`src/rtl/mc_ctrl.sv`:
```
// mc_ctrl: multi-cycle control FSM for a small MIPS subset (R-type ALU, ori, lui, lw, sw, beq, j, nop).
// Optional feature macro: MC_CTRL_ILLEGAL_TRAP_EN (halt on unrecognised instructions instead of treating them as nop).
module mc_ctrl (
    input  logic        clk,
    input  logic        reset,
    input  logic        en,
    input  logic [31:0] instr,
    input  logic        eq,
    output logic        ir_wr,
    output logic        pc_wr,
    output logic [1:0]  pc_src,
    output logic [2:0]  alu_op,
    output logic [1:0]  alu_b_sel,
    output logic        mem_wr,
    output logic        reg_wr,
    output logic        reg_dst,
    output logic        wd_sel,
    output logic        done,
    output logic        illegal,
    output logic [2:0]  state
);

    localparam logic [2:0] S_FETCH  = 3'd0;
    localparam logic [2:0] S_DECODE = 3'd1;
    localparam logic [2:0] S_EXEC   = 3'd2;
    localparam logic [2:0] S_MEM    = 3'd3;
    localparam logic [2:0] S_WB     = 3'd4;
    localparam logic [2:0] S_HALT   = 3'd7;

    logic [5:0] opcode;
    logic [5:0] funct;
    logic       nop_q;
    logic [2:0] next_state;

    logic dec_r, dec_ori, dec_lui, dec_lw, dec_sw, dec_beq, dec_j, dec_known;

    // nop is a full-word match, so a latched flag is kept alongside opcode/funct.
    assign dec_r     = (opcode == 6'b000000) && !nop_q &&
                       ((funct == 6'b100001) || (funct == 6'b100011) ||
                        (funct == 6'b100100) || (funct == 6'b100101));
    assign dec_ori   = (opcode == 6'b001101);
    assign dec_lui   = (opcode == 6'b001111);
    assign dec_lw    = (opcode == 6'b100011);
    assign dec_sw    = (opcode == 6'b101011);
    assign dec_beq   = (opcode == 6'b000100);
    assign dec_j     = (opcode == 6'b000010);
    assign dec_known = dec_r | dec_ori | dec_lui | dec_lw | dec_sw | dec_beq | dec_j | nop_q;

    always_comb begin
        next_state = S_FETCH;
        case (state)
            S_FETCH:  next_state = S_DECODE;
            S_DECODE: begin
                if (dec_j || nop_q)
                    next_state = S_FETCH;
                else if (dec_known)
                    next_state = S_EXEC;
                else
`ifdef MC_CTRL_ILLEGAL_TRAP_EN
                    next_state = S_HALT;
`else
                    next_state = S_FETCH;
`endif
            end
            S_EXEC:   next_state = dec_beq ? S_FETCH : ((dec_lw || dec_sw) ? S_MEM : S_WB);
            S_MEM:    next_state = dec_lw ? S_WB : S_FETCH;
            S_WB:     next_state = S_FETCH;
            S_HALT:   next_state = S_HALT;
            default:  next_state = S_FETCH;
        endcase
    end

    always_ff @(posedge clk or posedge reset) begin
        if (reset) begin
            state  <= S_FETCH;
            opcode <= 6'd0;
            funct  <= 6'd0;
            nop_q  <= 1'b0;
        end else if (en) begin
            state <= next_state;
            if (state == S_FETCH) begin
                opcode <= instr[31:26];
                funct  <= instr[5:0];
                nop_q  <= (instr == 32'd0);
            end
        end
    end

`ifdef MC_CTRL_ILLEGAL_TRAP_EN
    always_ff @(posedge clk or posedge reset) begin
        if (reset)
            illegal <= 1'b0;
        else if (en && (state == S_DECODE) && (next_state == S_HALT))
            illegal <= 1'b1;
    end
`else
    assign illegal = 1'b0;
`endif

    // Outputs are Moore functions of state and the latched instruction; beq's pc_wr follows eq only in EXEC.
    always_comb begin
        ir_wr     = 1'b0;
        pc_wr     = 1'b0;
        pc_src    = 2'b00;
        alu_op    = 3'b000;
        alu_b_sel = 2'b00;
        mem_wr    = 1'b0;
        reg_wr    = 1'b0;
        reg_dst   = 1'b0;
        wd_sel    = 1'b0;
        done      = 1'b0;
        case (state)
            S_FETCH: begin
                ir_wr = 1'b1;
                pc_wr = 1'b1;
            end
            S_DECODE: begin
                if (dec_j) begin
                    pc_wr  = 1'b1;
                    pc_src = 2'b10;
                end
`ifdef MC_CTRL_ILLEGAL_TRAP_EN
                done = dec_j | nop_q;
`else
                done = dec_j | nop_q | ~dec_known;
`endif
            end
            S_EXEC: begin
                if (dec_r) begin
                    case (funct)
                        6'b100011: alu_op = 3'b001;
                        6'b100100: alu_op = 3'b010;
                        6'b100101: alu_op = 3'b011;
                        default:   alu_op = 3'b000;
                    endcase
                end else if (dec_ori) begin
                    alu_op    = 3'b011;
                    alu_b_sel = 2'b01;
                end else if (dec_lui) begin
                    alu_op    = 3'b100;
                    alu_b_sel = 2'b01;
                end else if (dec_lw || dec_sw) begin
                    alu_b_sel = 2'b10;
                end else if (dec_beq) begin
                    alu_op = 3'b001;
                    pc_src = 2'b01;
                    pc_wr  = eq;
                    done   = 1'b1;
                end
            end
            S_MEM: begin
                mem_wr = dec_sw;
                done   = dec_sw;
            end
            S_WB: begin
                reg_wr  = 1'b1;
                reg_dst = dec_r;
                wd_sel  = dec_lw;
                done    = 1'b1;
            end
            default: begin
            end
        endcase
    end

endmodule

```
`config.mk`:
```
export PLATFORM = sky130hd
export DESIGN_NAME = mc_ctrl
export DESIGN_NICKNAME = d
export VERILOG_FILES = /design/src/rtl/mc_ctrl.sv
export SDC_FILE = /design/constraint.sdc
export NUM_CORES = 1
export LEC_CHECK = 0
export CORE_MARGIN = 3
export CORE_UTILIZATION = 39
export DETAILED_ROUTE_END_ITERATION = 10
export PLACE_DENSITY_LB_ADDON = 0.15
export SLEW_MARGIN = 20
export SYNTH_ARGS = -nofsm -noshare
export SYNTH_HDL_FRONTEND = slang
export SYNTH_SLANG_ARGS = --single-unit
```
`constraint.sdc`:
```
create_clock -name clk -period 2.1 [get_ports clk]
set_input_delay 0.42 -clock clk [delete_from_list [all_inputs] [get_ports clk]]
set_output_delay 0.42 -clock clk [all_outputs]
set_load 0.02 [all_outputs]
```
==> impl.org, run 1 <==
** Worst setup path
- Worst flop-to-flop path startpoint :: state[2]$_DFFE_PP0P_
- In this run the worst path has a maximum fanout of 6.
- Data arrival at the endpoint of the critical path :: 1.98 ns
- The critical path in this run is classified as reg -> out.
- Critical path startpoint category :: register
- In this run the critical register-to-register path is captured at opcode[0]$_DFFE_PP0P_.
- The worst register-to-register path has a setup slack of 0.38 ns.
- Crit. End Element :: output pin
- R2r worst-path depth :: 7
- Data on the critical path is required at its endpoint by between 1.5 and 2 ns.

** Flow run
- The tool flagged a number of max-cap violations equal to 0.

** Power and ir drop
- Summing internal, switching and leakage power gives slightly above 2 mW.
- VDD sags by at most 804 uV.
- In this run the power density over the cells is about 1100 nW/um2.
- Summed over all cells, the static leakage comes to 0.827 nW.

** Synth
- In the post-synthesis netlist, the biggest area contributors are sky130_fd_sc_hd__dfrtp_1 (38%), sky130_fd_sc_hd__mux2_2 (13%), sky130_fd_sc_hd__nor4_1 (5.9%), sky130_fd_sc_hd__nor2_1 (3.5%), sky130_fd_sc_hd__nand2_1 (3.2%).
- Synthesized instance count :: ~120
- Largest area contributor in the synthesized netlist :: sky130_fd_sc_hd__dfrtp_1
- Warnings from Yosys :: 0
- Synthesized flop and latch total :: 16
- Leading post-synthesis cells by instance count :: sky130_fd_sc_hd__dfrtp_1 (16), sky130_fd_sc_hd__mux2_2 (12), sky130_fd_sc_hd__nor2_1 (10), sky130_fd_sc_hd__nor4_1 (10), sky130_fd_sc_hd__nand2_1 (9)
- Async S/R FF share, synth :: 100%
- Ys flop type :: sky130_fd_sc_hd__dfrtp_1
- Cell variety after synth :: 35
- Library cell with the highest instance count after synthesis :: sky130_fd_sc_hd__dfrtp_1
- When the netlist entered floorplanning its net count stood at about 150.
- Post-Synthesis Mean Instance Area :: 8.98 um2
- For this run, the register share of the synthesized area comes to 37.8%.
- Post-Synthesis Cell Area :: 1060 um2
- Summed over its instances, the top area cell type makes up 37.8% of the synthesized netlist area.
- Post-synth EDFFs :: 0

** Run status
- Outcome :: complete, but fails checks
- The checks that failed: negative setup slack.

** Global routing
- The number of antenna violations at the first check in global routing was 0.
- Global routing usage summed across all routing layers :: between 20% and 30%
- The number of global-route vias before repair is 1,293.
- The first global-routing pass estimated ~5500 um of wire.
- Entering global routing, the biggest net connects 17 pins.
- The total overflow left after global routing is 0.

** Floorplanning
- Starting density of the core :: between 40% and 50%
- Die span in x :: ~58 um
- Placeable core area :: 2520 um2
- The initialized floorplan defines 18 standard-cell rows.
- The die covers between 3000 and 4000 um2.
- In this run the vertical extent of the chip is around 58 um.
- 54 I/O pins were placed.

** Cells and area
- Compared with the post-synthesis result, the final layout area differs by 82.2%.
- Post-route cell area :: 1930 um2
- Cells with a size suffix above 1 make up 40.9% of the layout.
- The layout has 185 filler cells.
- Antenna fix cells :: 0
- After the last flow step, the layout net total stands at 241.

** Clock tree
- TritonCTS created 3 clock buffers.
- Clk Latency, worst-skew pair :: 0.28 ns
- Clock root buffer :: sky130_fd_sc_hd__clkbuf_4
- Buffer depth of the longest clock path :: 2
- Count of hold-fix buffers inserted at cts :: 0
- TritonCTS clock tree :: yes
- Post-CTS clock slew at the launch and capture registers of the worst setup and hold paths :: 0.10 ns
- The clock net in this run drives a total of 16 sinks.
- CTS built an H-tree with a depth of 1.

** Route
- Dividing the detail-routed wire length by the instance count gives approximately 15 um.
- Before antenna repair, the detailed router went through 4 iterations.
- Detailed routing inserted a total of 1,292 vias.
- After the first detailed-routing iteration, the DRC count stood at 50.
- After detailed routing, the number of vias per cell comes to 5.55.
- Final WL :: 3520 um
- The count of nets left with antenna violations once routing finished came out at 0.
- DR DRC count :: 0

** Timing
- Dividing the final minimum period by the clock period gives 114%.
- For the pin with the worst max-slew slack, the measured transition is 0.633 ns.
- Setup repair after global routing could not meet its margin everywhere.
- The worst pin sits at a relative slew slack of 57.8%.
- In the final timing run, aggregate negative setup slack is -0.933 ns.
- Once routing completed, OpenROAD measured the worst setup slack at -0.297 ns.
- The count of endpoints failing hold in the final timing report is 0.
- Setup violations remaining at the end of the flow were counted as 7.
- Max-slew violation count :: 0
- FMAX :: 417 MHz
- Skew final :: 0.00533 ns
- Final worst path period need :: approximately 2.4 ns

** Placed design
- The count of buffers added on input and output ports is 52.
- Routability-driven placement finished with a final weighted congestion of 0.878.
- Cell Area, Placed :: 1830 um2
- The wire-length estimate of the detail-placed layout is 2820 um.

** Worst hold path
- Worst min path class :: in -> async
cell type report:
cell class	count	area, um2	share of cell area (%)
inverter	5	18.8	0.972
sequential	16	405	21.0
clock buffer	3	22.5	1.17
timing repair buffer	90	768	39.8
multi-input combinational	89	678	35.1
tap	30	37.5	1.94
state kept, by name (all words and copies together) (netlist names):
signal	cells
funct	6
nop_q	1
opcode	6
state	3
metrics by stage:
step | utilization [%] | hold WS, ns | worst slack (ns) | instances
global placement | 72.4 | 0.487 | -0.276 | 224
global route | 76.5 | 0.541 | -0.413 | 233
CTS | 73.6 | 0.514 | -0.264 | 230
finish | 76.5 | 0.512 | -0.297 | 233
floorplan | - | 0.334 | 0.0586 | 118
detailed placement | 72.4 | 0.491 | -0.354 | 224
repair_timing:
item / in CTS / in global routing
setup endpoints to repair: 14 / 11
pin swaps: 7 / 5
hold endpoints to repair: 0 / 0
buffers inserted: 3 / 4
gates resized for setup: 64 / 15
cloned: 0 / 0
how the worst max path moves through the flow:
stage | from | end | slack, ns
final | opcode[0]$_DFFE_PP0P_ | done | -0.30
after CTS | opcode[0]$_DFFE_PP0P_ | done | -0.26
after detailed placement | opcode[3]$_DFFE_PP0P_ | done | -0.35
after global routing | opcode[5]$_DFFE_PP0P_ | done | -0.41
after floorplan | state[2]$_DFFE_PP0P_ | done | 0.06
after global placement | opcode[3]$_DFFE_PP0P_ | done | -0.28
where the power goes:
part,switching (mW),internal [mW],total (mW)
registers,0.145,0.449,0.595
logic,0.609,0.682,1.29
clock network,0.0969,0.0665,0.163
total,0.851,1.20,2.05
critical path, cell delays in order, from the launching register on:
cell and delay [ns]:
sky130_fd_sc_hd__dfrtp_2 0.44, sky130_fd_sc_hd__buf_4 0.17, sky130_fd_sc_hd__nor3_1 0.14, sky130_fd_sc_hd__a21oi_1 0.07, sky130_fd_sc_hd__o21ai_1 0.19, sky130_fd_sc_hd__a311oi_1 0.11, sky130_fd_sc_hd__or4_1 0.41, sky130_fd_sc_hd__buf_2 0.17
metal layers:
metal  part of all wire, %  GRT usage, %  up-vias
li1                      -             -      609
met1                    38          23.7      604
met2                    52          39.5       65
met3                   7.0          3.12       14
met4                   3.0          11.3        0
met5                     0             0        -
layout by cell type, fill, tap and decap left out, types with 5 or more instances in the layout:
cell / synthesis / routed
sky130_fd_sc_hd__dfrtp_1: 16 / 12
sky130_fd_sc_hd__inv_1: 5 / 5
sky130_fd_sc_hd__clkdlybuf4s50_1: 0 / 38
sky130_fd_sc_hd__nor4_1: 10 / 8
sky130_fd_sc_hd__buf_2: 3 / 5
sky130_fd_sc_hd__nand2_1: 9 / 9
sky130_fd_sc_hd__mux2_2: 12 / 12
sky130_fd_sc_hd__buf_4: 3 / 42
sky130_fd_sc_hd__nor2_1: 10 / 9
logic make-up after synthesis:
logic type             synth area share (%)
AND/OR/NAND/NOR                        32.9
buffers and inverters                  6.02
multiplexers                           12.8
XOR/XNOR                              0.827
flip-flops                             37.8
AO/OA/AOI/OAI                          9.33
other                                 0.354
(Power assumes the default switching activity.)
==> run 2: changes to the inputs <==
- GPL_TIMING_DRIVEN: not set -> 0
- PLACE_DENSITY: not set -> 0.86
- PLACE_DENSITY_LB_ADDON: 0.15 -> not set
- SLEW_MARGIN: 20 -> 10
==> run 2 against run 1 <==
Compared with the run above:
- the run still ends with negative setup slack left
- die area is the same
- maximum frequency shrank 3.9%
- via count shrank 4.2%
- critical endpoint unchanged
- power down 1.1%
- count of clock-buffer cells in the layout rose by 1
- combinational power shrank 10%
- sequential power grew 11%
- critical path depth is 2 higher
- worst setup slack worse by 0.097 ns
- final cell count is 8.2% lower
- routed wire length is 2.3% higher
- sequential cell count is the same
==> impl.org, run 2 (synthesized netlist as in run 1, its figures left out) <==
** Run status
- The flow ran to the end, but the final reports show violations.
- The final reports fail on negative setup slack.

** Power and ir drop
- Logic gate share of total power :: 57.1%
- Int Power :: 1.15 mW
- Summed over all cells, the static leakage comes to 0.746 nW.
- Power spread over the standard cell area amounts to 1090 nW/um2.
- Total net switching power :: 878 uW
- Relative contribution of sequential cells to total power :: 32.7%
- Net Sw Frac :: 43.3%
- Per report_power, the clock group accounts for about a tenth of the total.
- Across the VDD grid, the largest voltage drop is 734 uV.

** Placed design
- After detailed placement, the design holds a cell count of 199.
- Post-placement worst setup slack :: -0.444 ns
- Final weighted congestion in routability-driven placement :: 0.895
- IO Port Bufs :: 51
- Cell Area, Placed :: 1620 um2
- The wire-length estimate of the detail-placed layout is between 2000 and 2500 um.

** Timing
- Headroom to the max-slew limit :: between 50% and 60%
- The count of endpoints failing hold in the final timing report is 0.
- Fin crit share :: 119%
- Actual transition at the worst max-transition pin :: 0.639 ns
- Final worst path period need :: 2.49 ns
- Setup repair after global routing could not meet its margin everywhere.
- FMAX :: about 400 MHz
- The count of final max-slew check failures came to 0.
- Skew final :: 0.00206 ns
- Setup violators final :: 6
- Once routing completed, OpenROAD measured the worst setup slack at -0.393 ns.

** Clock tree
- At the later pin of the worst-skew pair, clock insertion delay measures 0.28 ns.
- Buffer depth of the longest clock path :: 2
- The number of clock buffers added by TritonCTS is 3.
- Count of hold-fix buffers inserted at cts :: 0
- Clock root buffer :: sky130_fd_sc_hd__clkbuf_4
- Clock sink total :: 16
- TritonCTS clock tree :: yes
- Post-CTS clock slew at the launch and capture registers of the worst setup and hold paths :: 0.10 ns
- In this run the number of H-tree levels came out at 1.

** Worst setup path
- Of all nets on the critical path, the largest fanout is 4.
- Critical path class :: reg -> out
- Endpoint required time on the critical path :: between 1.5 and 2 ns
- Data arrives at the worst endpoint at 2.07 ns.
- Critical path startpoint category :: register
- Crit. End Element :: output pin

** Route
- Iteration count of the initial detailed-routing pass :: 4
- Using the TritonRoute via totals, the vias-per-cell ratio works out to 5.79.
- Summing over every cut layer, the via total after detailed routing is 1,238.
- DR DRC count :: 0
- Number of DRC markers after the initial detailed-route iteration :: 39
- Number of nets with antenna violations after detailed routing :: 0
- In the final routed layout, each cell accounts on average for 16.8 um.
- After detailed routing, the total wire length is 3600 um.

** Global routing
- Antenna violations before repair :: 0
- The first global-routing pass estimated 5390 um of wire.
- The number of global-route vias before repair is between 1,000 and 1,500.
- For this run, the total global-route usage over all layers was measured as 20.6%.
- Total grt overflow :: 0
- Entering global routing, the biggest net connects 17 pins.

** Cells and area
- After the last flow step, the layout net total stands at ~220.
- The largest registers in the layout are funct x6, opcode x6, state x3.
- Fill cell total of the finished layout :: 193
- The number of antenna diodes in the final layout is 0.
- Once layout is done, the placed cells without fillers occupy 1860 um2.
- Leaving out fill and tap cells, the most frequent cell in the layout is sky130_fd_sc_hd__clkdlybuf4s50_1.
- Fraction of final layout cells sized beyond drive strength 1 :: 41.3%
- Relative to the synthesized area, the layout overhead comes to 75.6%.
- Non-filler instance count after layout :: between 200 and 250
- The library cells used most frequently in the layout, excluding fill and tap cells, are sky130_fd_sc_hd__clkdlybuf4s50_1 (37), sky130_fd_sc_hd__buf_4 (17), sky130_fd_sc_hd__mux2_2 (12).

** Floorplanning
- Placeable core area :: 2520 um2
- Row cnt :: 18
- Die footprint :: between 3000 and 4000 um2
- In this run the vertical extent of the chip is 58.1 um.
- Die span in x :: 58.1 um
- I/O pins :: 54
- Starting density of the core :: 42.0%

** Flow run
- The tool flagged a number of max-cap violations equal to 0.

** Worst hold path
- The worst hold path belongs to the class in -> async.
## run 2: per-layer routing
layer	vias to the layer above	part of all wire, %	GRT usage (%)	wire (um)
met5	-	0	0	0
met4	0	3.3	6.95	119
met3	12	7.3	4.90	262
met2	63	56	39.4	2030
met1	594	33	21.7	1190
li1	569	-	-	-
## run 2: worst paths after layout
check	startpoint	to	slack (ns)	depth (start not counted)
max in group asynchronous	reset	state[2]$_DFFE_PP0P_	1.14	2
setup / recovery	opcode[3]$_DFFE_PP0P_	done	-0.39	9
hold / removal	reset	nop_q$_DFFE_PP0P_	0.51	2
hold reg to reg	funct[5]$_DFFE_PP0P_	funct[5]$_DFFE_PP0P_	0.52	1
min in group clk	funct[5]$_DFFE_PP0P_	funct[5]$_DFFE_PP0P_	0.52	1
setup reg to reg	state[1]$_DFFE_PP0P_	funct[0]$_DFFE_PP0P_	0.27	6
## run 2: stage by stage
step | total power [mW] | util (%) | hold slack (ns) | TNS [ns]
after floorplan | 1.17 | - | 0.334 | 0
after global placement | 1.44 | 64.2 | 0.486 | -1.83
after detailed placement | 1.48 | 64.2 | 0.497 | -2.23
after CTS | 1.79 | 68.9 | 0.515 | -0.820
after global routing | 2.14 | 73.8 | 0.539 | -1.60
final | 2.03 | 73.8 | 0.505 | -0.997
## run 2: power groups by stage
stage          combinational (mW)  clock (mW)  sequential [mW]
3_3_place_gp                0.852           0            0.587
2_1_floorplan               0.584           0            0.582
3_5_place_dp                0.879           0            0.598
6_report                     1.16       0.207            0.663
4_1_cts                     0.962       0.209            0.619
5_1_grt                      1.23       0.222            0.685
## run 2: timing repair
action | in CTS | in global routing
buffers inserted | 9 | 4
endpoints found under the setup margin | 14 | 13
pin swaps | 10 | 12
cloned | 0 | 0
resized for setup | 69 | 31
## run 2: area by class of cell
| cell class | instances | area [um2] | share of cell area, % |
|---|---|---|---|
| multi-input combinational | 89 | 737 | 39.6 |
| tap | 30 | 37.5 | 2.02 |
| timing repair buffer | 64 | 582 | 31.3 |
| clock buffer | 4 | 36.3 | 1.95 |
| buffer | 6 | 40.0 | 2.15 |
| inverter | 5 | 18.8 | 1.01 |
| sequential | 16 | 409 | 22.0 |
## run 2: critical path: stages (launching register included)
cell	delay, ns
sky130_fd_sc_hd__dfrtp_1	0.35
sky130_fd_sc_hd__buf_6	0.12
sky130_fd_sc_hd__buf_4	0.11
sky130_fd_sc_hd__buf_4	0.10
sky130_fd_sc_hd__buf_4	0.11
sky130_fd_sc_hd__a21oi_1	0.06
sky130_fd_sc_hd__o21ai_1	0.21
sky130_fd_sc_hd__a311oi_2	0.15
sky130_fd_sc_hd__or4_4	0.44
sky130_fd_sc_hd__buf_6	0.15
==> patch: new RTL, config.mk and constraints of run 1 <==
Add a define of `MC_CTRL_ILLEGAL_TRAP_EN`.
--- a/src/rtl/mc_ctrl.sv
+++ b/src/rtl/mc_ctrl.sv
@@ -2,2 +2,4 @@
 // Optional feature macro: MC_CTRL_ILLEGAL_TRAP_EN (halt on unrecognised instructions instead of treating them as nop).
+`define MC_CTRL_ILLEGAL_TRAP_EN
+
 module mc_ctrl (
Behaviour: not the same (a bounded check fails within 4 cycles, from zero or initial values and one cycle with reset high).
==> patch against run 1 <==
The flow still finishes with violations (setup timing); synthesized cell count grew 6.8%; clock skew decreased by 0.0037 ns; setup slack lost 0.18 ns; power up 16%; sequential cell count increased by 1; final area grew 7.4%; register-to-register slack got worse by 0.14 ns; synthesized area up 3.0%; clock power rose by 18%; routed wire length rose by 21%; die area increased by 2.6%; cell count rose by 7.3%; via count increased by 8.4%; critical path type unchanged; largest power group unchanged.
==> patch: results (changes against run 1) <==
* Status: finished with violations
* Failing checks: setup timing
* PortBufs at 53 (+1.9%)
* Worst Hold Class: reg -> reg
* Dpl cells at 234 (+4.5%)
* Relative slew slack at 0.5385 (-0.03905)
* Total negative slack at -2.428 ns (-1.495 ns)
* Clk_lat worst skew at 0.31 ns (+0.03 ns)
* Largest net degree at the start of global routing at 18 (+1)
* First-pass GRT wire length at 6.506 mm (+18%)
* Nets at 257 (+6.6%)
* Synth cell types at 31 (-11%)
* Final setup fails at 10 (+3)
* Pre-CTS setup slack at -0.5888 ns (-0.2350 ns)
* Critical path fanouts, max at 2 (-4)
* Met2 wire length at 2.259 mm (+24%)
* Met3 WL at 246 um (-0.40%)
* Via count at 1401 (+8.4%)
* Sw power at 0.001006 W (+18%)
* DP Area at 1897 um^2 (+3.9%)
* Metal-1 WL at 1.701 mm (+26%)
* Comb pwr share at 0.646 (+0.016)
* Tot GR Track Use at 0.2477 (+0.03240)
* Critical Path AT at 2.16 ns (+0.18 ns)
* Power per cell area at 1146 nW/um^2 (+8.0%)
* Layout cells sized above 1 at 0.4000 (-0.008867)
* Met1 Track Usage GR at 0.2824 (+0.04520)
* Global-route met3 utilization at 0.03728 (+0.006100)
* Commonest cells in the netlist: nand2_1 (19), dfrtp_1 (17), mux2_2 (11)
* Post-DP HPWL at 3.077 mm (+9.3%)
* RePlAce Congestion at 0.9120 (+3.9%)
* Leak at 0.8952 nW (+8.3%)
* Reg power frac at 0.273 (-0.017)
* Met2 Use GR at 0.4590 (+0.06383)
* Final WS setup at -0.4784 ns (-0.1817 ns)
* Area contributors post-synth: dfrtp_1 (39%), mux2_2 (11%), nand2_1 (6.5%)
* Initial drt markers at 82 (+64%)
* Antenna Violating Nets Remaining at 0 (unchanged)
* FILL cells at 159 (-14%)
* Syn_area_per_cell at 8.659 um^2 (-3.6%)
* Maximum vdd drop at 0.8970 mV (+12%)
* Register area share after synthesis at 0.3899 (+0.01210)
* Number of global-route vias before repair at 1484 (+15%)
* Non-filler instance count after layout at 250 (+7.3%)
* Skew final at 0.001590 ns (-0.003737 ns)
* Final wirelength at 4.247 mm (+21%)
* Pwr Total at 0.002376 W (+16%)
==> patch: cell count changes in the layout (fill, tap and decap cells not counted), moves of 4 or more <==
cell / run 1 / this run
nand2_1: 9 / 18
buf_6: 2 / 8
dfrtp_1: 12 / 17
buf_2: 5 / 1
dfrtp_2: 4 / 0
==> patch: cell type report <==
cell class | count | share of cell area
clock buffers | 3 | 0.01086
clock inverters | 1 | 0.002414
inverters | 6 | 0.01086
multi-input cells | 97 | 0.3374
flip-flops and latches | 17 | 0.2052
well taps | 30 | 0.01810
repair buffers | 96 | 0.4152
==> patch: critical path: stages (launching register included) <==
cell and delay (ns):
dfrtp_1 0.40, or4b_4 0.55, a2111oi_4 0.26, nand2_2 0.10, o32a_1 0.33, nor2_4 0.09
buf_6 0.12
==> patch: final timing paths <==
| check | start | end | slack [ns] | cells after the start |
|---|---|---|---|---|
| max in group asynchronous | reset | opcode[2] | 1.15 | 2 |
| min in group asynchronous | reset | illegal | 0.52 | 2 |
| worst max register to register | opcode[2] | state[2] | 0.24 | 8 |
| worst min register to register | funct[5] | funct[5] | 0.51 | 1 |
| worst max-delay path | opcode[2] | alu_op[1] | -0.48 | 6 |
| worst min-delay path | funct[5] | funct[5] | 0.51 | 1 |
==> patch: timing repair <==
action | in CTS | in global routing
endpoints found under the setup margin | 14 | 12
resized for setup | 70 | 17
buffers inserted | 4 | 9
pin swaps | 5 | 11
gates cloned | 0 | 0
==> patch: cells by family after synthesis <==
logic type / Yosys count / share of synthesized area
xor+xnor: 1 / 0.008029
buf+inv: 12 / 0.04243
simple gates: 64 / 0.3062
mux: 11 / 0.1135
compound gates: 21 / 0.1399
flops: 17 / 0.3899
